--- src/rtl/m68k_bus_bridge.sv ---
`default_nettype none
// ============================================================================
// Module   : m68k_bus_bridge
// Purpose  : Synchronises the asynchronous 68000 bus pins and converts each
//            CPU cycle into one internal uds/lds strobe pulse held until ack,
//            answering the CPU with DTACK, or with BERR on timeout.
// Revision : 1.0 - initial release
// ============================================================================
module m68k_bus_bridge #(
  parameter int SYNC_STAGES = 2,
  parameter int TIMEOUT     = 255
) (
  input  logic        clk,
  input  logic        reset_n,
  input  logic        cpu_as_n,
  input  logic        cpu_uds_n,
  input  logic        cpu_lds_n,
  input  logic        cpu_rw,
  input  logic [22:0] cpu_addr,
  input  logic [15:0] cpu_data_in,
  output logic [15:0] cpu_data_out,
  output logic        cpu_data_oe,
  output logic        cpu_dtack_n,
  output logic        cpu_berr_n,
  output logic [23:0] addr,
  output logic        uds,
  output logic        lds,
  output logic        rw,
  output logic [15:0] data_write,
  input  logic [15:0] data_read,
  input  logic        ack
);

  localparam int CNT_W = $clog2(TIMEOUT + 1);

  typedef enum logic [2:0] {
    ST_RELEASE = 3'd0,
    ST_IDLE    = 3'd1,
    ST_REQ     = 3'd2,
    ST_ACKED   = 3'd3,
    ST_ERROR   = 3'd4
  } state_t;

  state_t                 state_q, state_d;
  logic [SYNC_STAGES-1:0] as_sync_q, as_sync_d;
  logic [SYNC_STAGES-1:0] uds_sync_q, uds_sync_d;
  logic [SYNC_STAGES-1:0] lds_sync_q, lds_sync_d;
  logic                   as_s, uds_s, lds_s;
  logic [22:0]            addr_q, addr_d;
  logic                   rw_q, rw_d;
  logic [15:0]            data_write_q, data_write_d;
  logic                   uds_q, uds_d, lds_q, lds_d;
  logic [15:0]            data_out_q, data_out_d;
  logic                   oe_q, oe_d;
  logic                   dtack_n_q, dtack_n_d;
  logic                   berr_n_q, berr_n_d;
  logic [CNT_W-1:0]       cnt_q, cnt_d;

  // Synchroniser shift for the three strobe pins. Reset clears the chains to
  // "asserted" so a CPU still holding AS low after reset is never mistaken
  // for a released bus.
  always_comb begin
    as_sync_d  = {as_sync_q[SYNC_STAGES-2:0], cpu_as_n};
    uds_sync_d = {uds_sync_q[SYNC_STAGES-2:0], cpu_uds_n};
    lds_sync_d = {lds_sync_q[SYNC_STAGES-2:0], cpu_lds_n};
  end

  assign as_s  = as_sync_q[SYNC_STAGES-1];
  assign uds_s = uds_sync_q[SYNC_STAGES-1];
  assign lds_s = lds_sync_q[SYNC_STAGES-1];

  // Next-state and output logic of the access sequencer.
  always_comb begin
    state_d      = state_q;
    addr_d       = addr_q;
    rw_d         = rw_q;
    data_write_d = data_write_q;
    uds_d        = uds_q;
    lds_d        = lds_q;
    data_out_d   = data_out_q;
    oe_d         = oe_q;
    dtack_n_d    = dtack_n_q;
    berr_n_d     = berr_n_q;
    cnt_d        = cnt_q;
    case (state_q)
      ST_RELEASE: begin
        if (as_s) state_d = ST_IDLE;
      end
      ST_IDLE: begin
        // Address/data/rw pins settled long before the synced DS edge arrives.
        if (!as_s && (!uds_s || !lds_s)) begin
          addr_d       = cpu_addr;
          rw_d         = cpu_rw;
          data_write_d = cpu_data_in;
          uds_d        = !uds_s;
          lds_d        = !lds_s;
          cnt_d        = '0;
          state_d      = ST_REQ;
        end
      end
      ST_REQ: begin
        // ack is checked first so it wins over a simultaneous timeout.
        if (ack) begin
          if (rw_q) data_out_d = data_read;
          uds_d     = 1'b0;
          lds_d     = 1'b0;
          dtack_n_d = 1'b0;
          oe_d      = rw_q;
          state_d   = ST_ACKED;
        end else if (cnt_q == CNT_W'(TIMEOUT - 1)) begin
          uds_d    = 1'b0;
          lds_d    = 1'b0;
          berr_n_d = 1'b0;
          state_d  = ST_ERROR;
        end else begin
          cnt_d = cnt_q + CNT_W'(1);
        end
      end
      ST_ACKED: begin
        if (as_s) begin
          dtack_n_d = 1'b1;
          oe_d      = 1'b0;
          state_d   = ST_IDLE;
        end
      end
      ST_ERROR: begin
        if (as_s) begin
          berr_n_d = 1'b1;
          state_d  = ST_IDLE;
        end
      end
      default: state_d = ST_RELEASE;
    endcase
  end

  // State, synchroniser and output registers with synchronous active-low reset.
  always_ff @(posedge clk) begin
    if (!reset_n) begin
      state_q      <= ST_RELEASE;
      as_sync_q    <= '0;
      uds_sync_q   <= '0;
      lds_sync_q   <= '0;
      addr_q       <= '0;
      rw_q         <= 1'b1;
      data_write_q <= '0;
      uds_q        <= 1'b0;
      lds_q        <= 1'b0;
      data_out_q   <= '0;
      oe_q         <= 1'b0;
      dtack_n_q    <= 1'b1;
      berr_n_q     <= 1'b1;
      cnt_q        <= '0;
    end else begin
      state_q      <= state_d;
      as_sync_q    <= as_sync_d;
      uds_sync_q   <= uds_sync_d;
      lds_sync_q   <= lds_sync_d;
      addr_q       <= addr_d;
      rw_q         <= rw_d;
      data_write_q <= data_write_d;
      uds_q        <= uds_d;
      lds_q        <= lds_d;
      data_out_q   <= data_out_d;
      oe_q         <= oe_d;
      dtack_n_q    <= dtack_n_d;
      berr_n_q     <= berr_n_d;
      cnt_q        <= cnt_d;
    end
  end

  assign addr         = {addr_q, 1'b0};
  assign rw           = rw_q;
  assign data_write   = data_write_q;
  assign uds          = uds_q;
  assign lds          = lds_q;
  assign cpu_data_out = data_out_q;
  assign cpu_data_oe  = oe_q;
  assign cpu_dtack_n  = dtack_n_q;
  assign cpu_berr_n   = berr_n_q;

endmodule
`default_nettype wire
--- config.mk ---
export PLATFORM = sky130hd
export DESIGN_NAME = m68k_bus_bridge
export DESIGN_NICKNAME = d
export VERILOG_FILES = /design/src/rtl/m68k_bus_bridge.sv
export SDC_FILE = /design/constraint.sdc
export NUM_CORES = 1
export LEC_CHECK = 0
export ABC_AREA = 1
export CORE_MARGIN = 3
export CORE_UTILIZATION = 30
export CTS_CLUSTER_SIZE = 28
export DETAILED_ROUTE_END_ITERATION = 10
export DONT_BUFFER_PORTS = 1
export PLACE_DENSITY_LB_ADDON = 0.05
export SYNTH_ARGS = -nofsm -noshare
export SYNTH_HDL_FRONTEND = slang
export SYNTH_SLANG_ARGS = --single-unit
export TNS_END_PERCENT = 10
--- constraint.sdc ---
create_clock -name clk -period 1.95 [get_ports clk]
set_input_delay 0.4875 -clock clk [delete_from_list [all_inputs] [get_ports clk]]
set_output_delay 0.4875 -clock clk [all_outputs]
set_load 0.02 [all_outputs]
==> out/qor.yml, run 1 <==
clocking:
  cts_sinks: 78
  clk_path_buf_depth: 2
  cts_tree: "done"
  root_buffer: "clkbuf_8"
  clk_pin_slew_ps: 80
  ctsHoldBuffers: 0
  clkLatencyLatePin_ps: 340
  cts_buffers: 9
  post_cts_buffers: 0
  cts_max_level: 3
  post_cts_resized: 0
layout:
  utilization_pct: 34.65
  antenna_cells: 0
  mostFrequentLayoutCells: "nor2_1 (125), dfxtp_1 (78), o21ai_0 (57), nand2_1 (38), inv_1 (20)"
  final_common_cell: "nor2_1"
  fin_cells: 520
  fin_nets: 450
  syn_to_final_growth_pct: 9.484
  drive_above_1_share_pct: 7.161
global_routing:
  grt_max_degree: 69
  grt_pass1_vias: 2373
  grt_antenna_before_repair: 0
  gr-usage-all-layers_pct: 13.29
  grt_first_pass_wirelength_um: 11950
  grt_overflow: 0
floorplanning:
  dieArea_sq_mm: 0.01126
  ios: 124
  rows: 35
  core-area_sq_mm: 0.009503
  initial_core_util_pct: 31.65
  dieHeight_um: 106.1
  die_w_um: 106.1
drt:
  detail-route-antenna-nets: 0
  totalWireLength_um: 7359
  num_vias: 2385
  drtIter0Drc: 179
  wl_per_cell_um: 14.15
  first_pass_iters: 4
  routed_via_density: 4.587
  drcViolationCount: 0
sta:
  finalHoldViolCount: 0
  setup_slack_ps: 391.8
  finalCriticalPeriod_ps: 1558
  drv_slew: 0
  rsz0062_at_grt: "no"
  setup_viol: 0
  post-route-period-util_pct: 79.91
  finalSetupTns_ps: 0
  finClkSkew_ps: 5.140
  fmax_ghz: 0.6418
setup_path:
  required_ps: 2180
  reg2reg_from: "state_q[1]$_SDFFE_PN0P_"
  path_class: "register to register"
  reg2reg_to: "addr_q[16]$_SDFFE_PN0P_"
  cp_max_fo: 40
  r2r_cells: 5
  cp-start-kind: "register"
  critPathArrivalTime_ps: 1790
  critPathCaptureType: "register"
  r2r_slack_ps: 390
hold_path:
  hold_end: "lds_sync_q[0]$_SDFF_PN0_"
  hp-class: "primary input to register"
  hold_start: "cpu_lds_n"
  holdPathStages: 2
placement:
  dpl.hpwl_um: 5016
  dp_cells: 504
  pre_cts_ws_ps: 364.9
  portBuffers: 0
  place_congestion: 0.7513
synth:
  syn_nets: 457
  synthCells: 393
  synth.cell_area_sq_mm: 0.003008
  yosysUniqueCellTypes: 30
  seq_area_frac_synth_pct: 51.91
  yosys_warnings: 0
  ys_ff_latch: 78
  netlist.area_leader.share_pct: 51.91
  synth_top_area_cell: "dfxtp_1"
  synth.area.top_cells: "dfxtp_1 (52%), nor2_1 (16%), o21ai_0 (9.5%)"
  synth.avg_cell_area_sq_um: 7.654
outcome:
  status: "finished, final reports clean"
power:
  vdd.ir_drop.worst_uv: 469.3
  powerDensity_mw_per_mm2: 1604
  power_leakage_nw: 1.298
flow_run:
  maxCapViolCount: 0
==> critical path: stages (launching register included) <==
cell	delay, ps
dfxtp_1	380
nor3_2	270
nand2_2	200
buf_4	300
o21ai_0	240
nor2_1	60
==> area by class of cell <==
type | instances | area (sq um)
inverters | 22 | 87.58
fillers | 1036 | 6210
clock inverters | 5 | 83.83
multi-input cells | 273 | 1240
clock buffers | 11 | 131.4
repair buffers | 2 | 27.53
well taps | 129 | 161.4
flip-flops and latches | 78 | 1562
==> stage by stage <==
step | hold slack, ps | power (mW) | area, sq um
after floorplan | 390.5 | 3.763 | 3008
after global placement | 391.0 | 4.029 | 3078
after detailed placement | 399.4 | 4.044 | 3078
after CTS | 212.4 | 5.392 | 3293
after global routing | 201.3 | 5.714 | 3293
final | 238.2 | 5.282 | 3293
==> cells by family after synthesis <==
kind of cell | synth area share, %
AO/OA/AOI/OAI | 12.48
flip-flops | 51.91
adder cells (fa/ha/maj) | 0.8318
buffers and inverters | 6.863
XOR/XNOR | 0.2912
AND/OR/NAND/NOR | 27.50
other | 0.1247
==> synth_stat cells (all sizes together) <==
cell    count
a21o        1
a21oi      14
buf         9
clkbuf     11
conb        1
dfxtp      78
ha          2
inv        22
nand2      43
nand3      16
nand4       3
nor2      128
nor3        2
o21ai      58
o21bai      1
or2         3
xor2        1
==> how the worst max path moves through the flow <==
| stage | from | end | slack (ps) | cells after the start |
|---|---|---|---|---|
| global placement | state_q[1]$_SDFFE_PN0P_ | data_write[14]$_SDFFE_PN0P_ | 380 | 5 |
| detailed placement | state_q[1]$_SDFFE_PN0P_ | addr_q[16]$_SDFFE_PN0P_ | 360 | 5 |
| CTS | state_q[0]$_SDFFE_PN0P_ | addr_q[16]$_SDFFE_PN0P_ | 350 | 6 |
| finish | state_q[1]$_SDFFE_PN0P_ | addr_q[16]$_SDFFE_PN0P_ | 390 | 5 |
| global route | state_q[0]$_SDFFE_PN0P_ | addr_q[16]$_SDFFE_PN0P_ | 150 | 6 |
| floorplan | cnt_q[0]$_SDFFE_PN0P_ | cnt_q[6]$_SDFFE_PN0P_ | 650 | 9 |
==> where the power goes <==
part / internal (mW) / leakage [nW] / switching (mW)
Sequential: 1.98 / 0.638 / 0.707
Clock: 0.724 / 0.0998 / 0.597
Combinational: 0.445 / 0.560 / 0.827
Total: 3.15 / 1.30 / 2.13
==> layer usage <==
layer	track usage (%)	wire length, um	share of wire, %
met3	7.590	824	11
met2	20.90	3333	45
met5	0	0	0
met1	15.39	3087	42
met4	3.793	113	1.5
==> sequential cells by signal, indices dropped and copies added (netlist names) <==
register / flops
cpu_dtack_n: 1
cpu_data_out: 16
as_sync_q: 2
uds: 1
rw: 1
lds_sync_q: 2
state_q: 3
cnt_q: 8
data_write: 16
cpu_berr_n: 1
addr_q: 23
cpu_data_oe: 1
uds_sync_q: 2
lds: 1
Power figures use the tool's default switching activity.
==> run 2, diff against run 1 <==
- clock period: 1.95 -> 1.25 ns (I/O delays scaled with it)
==> out/qor.yml, run 2 (synthesized netlist as in run 1, its figures left out) <==
placement:
  portBuffers: 0
  pre_cts_ws_ps: -104.4
  dpl.hpwl_um: 5298
  place_congestion: 0.7928
clocking:
  cts_sinks: 78
  cts_buffers: 9
  cts_max_level: 3
  cts_tree: "done"
  clk_path_buf_depth: 2
  ctsHoldBuffers: 0
  root_buffer: "clkbuf_8"
  clk_pin_slew_ps: 80
  clkLatencyLatePin_ps: 350
sta:
  finalCriticalPeriod_ps: 1350
  post-route-period-util_pct: 108.0
  setup_slack_ps: -100.3
  rsz0062_at_grt: "yes"
  fmax_ghz: 0.7406
  finalHoldViolCount: 0
  finClkSkew_ps: 8.798
  setup_viol: 36
  drv_slew: 0
layout:
  drive_above_1_share_pct: 21.08
  antenna_cells: 0
  fin_nets: 487
  top_register: "addr_q"
  largest_reg_flops: 23
  fillerInstances: 1009
  mostFrequentLayoutCells: "nor2_1 (121), dfxtp_1 (74), nand2_1 (35), o21ai_1 (33), buf_4 (26)"
  syn_to_final_growth_pct: 26.41
  final_common_cell: "nor2_1"
setup_path:
  cp_cell_sequence: "inv_4 > buf_6 > nand3_4 > nor2_4 > nand2_4 > or2_1 > a21oi_2"
  crit_family: "simple AND/OR/NAND/NOR gates"
  cp_max_fo: 5
  path_class: "register to register"
  critPathArrivalTime_ps: 1630
  critPathBufInv: 2
  slowest_stage: "dfxtp_2"
  slowest_delay_ps: 340
  critPathCaptureType: "register"
  cp-start-kind: "register"
  required_ps: 1530
floorplanning:
  initial_core_util_pct: 31.65
  core-area_sq_mm: 0.009503
  ios: 124
  dieArea_sq_mm: 0.01126
  rows: 35
  die_w_um: 106.1
  dieHeight_um: 106.1
drt:
  detail-route-antenna-nets: 0
  routed_via_density: 4.576
  drtIter0Drc: 113
  num_vias: 2544
  wl_per_cell_um: 14.52
  drcViolationCount: 0
  totalWireLength_um: 8071
  first_pass_iters: 4
global_routing:
  grt_antenna_before_repair: 0
  grt_max_degree: 69
  gr-usage-met2_pct: 22.35
  grt-busiest-layer: "met2"
  grt_first_pass_wirelength_um: 12340
  use_met1_pct: 16.21
  grt_pass1_vias: 2403
  grt_overflow: 0
  grt_util_met3_pct: 5.829
  gr-usage-all-layers_pct: 13.73
power:
  vdd.ir_drop.worst_uv: 854.4
  power.internal_mw: 5.563
  power_frac_comb_pct: 32.3
  pwr-share-clk_pct: 22.0
  switching_power_mw: 3.687
  pwr-share-seq_pct: 45.7
  power_leakage_nw: 1.564
  sw_frac_of_total_pct: 39.86
  powerDensity_mw_per_mm2: 2433
  p_total_mw: 9.250
outcome:
  failed_checks: "negative setup slack"
  status: "finished with violations"
hold_path:
  hp-class: "primary input to register"
flow_run:
  maxCapViolCount: 0
==> run 2: power groups by stage <==
stage	combinational [mW]	clock (mW)	sequential (mW)
2_1_floorplan	1.77	0	4.12
5_1_grt	3.41	2.24	4.31
4_1_cts	2.59	2.15	4.21
3_5_place_dp	2.41	0	4.25
3_3_place_gp	2.40	0	4.25
6_report	2.98	2.04	4.23
==> run 2: per-stage QoR <==
| stage | std cells | utilization [%] | TNS (ps) | hold WS (ps) | cell area [sq um] |
|---|---|---|---|---|---|
| after floorplan | 393 | - | -133.4 | 390.5 | 3013 |
| after global placement | 531 | 34.84 | -6379 | 401.4 | 3311 |
| after detailed placement | 531 | 34.84 | -4534 | 400.9 | 3311 |
| after CTS | 548 | 37.77 | -1539 | 31.96 | 3590 |
| after global routing | 556 | 40.01 | -5805 | 21.94 | 3802 |
| final | 556 | 40.01 | -1611 | 57.16 | 3802 |
==> run 2: area by class of cell <==
type | instances | area (sq um) | area share (%)
Sequential cell | 78 | 1572 | 41.33
Inverter | 22 | 100.1 | 2.632
Multi-Input combinational cell | 277 | 1399 | 36.79
Timing Repair inverter | 1 | 16.27 | 0.4278
Clock buffer | 10 | 127.6 | 3.356
Tap cell | 129 | 161.4 | 4.245
Clock inverter | 5 | 85.08 | 2.238
Timing Repair Buffer | 34 | 341.6 | 8.983
==> run 2: final timing paths <==
path	startpoint	end	slack, ps	cells after the start
setup / recovery	state_q[0]$_SDFFE_PN0P_	cnt_q[1]$_SDFFE_PN0P_	-100	7
hold / removal	cpu_uds_n	uds_sync_q[0]$_SDFF_PN0_	60	2
hold reg to reg	lds_sync_q[0]$_SDFF_PN0_	lds_sync_q[1]$_SDFF_PN0_	420	2
setup reg to reg	state_q[0]$_SDFFE_PN0P_	cnt_q[1]$_SDFFE_PN0P_	-100	7
==> run 2: repair_timing <==
action	4_1_cts	5_1_grt
buffers inserted	0	4
cloned	2	4
setup endpoints to repair	69	70
gates resized for setup	13	70
pin swaps	4	26
==> run 2: metal layers <==
| metal | wire [um] | share of wire (%) |
|---|---|---|
| met1 | 3392 | 42 |
| met2 | 3817 | 47 |
| met3 | 726 | 9.0 |
| met4 | 133 | 1.6 |
| met5 | 0 | 0 |
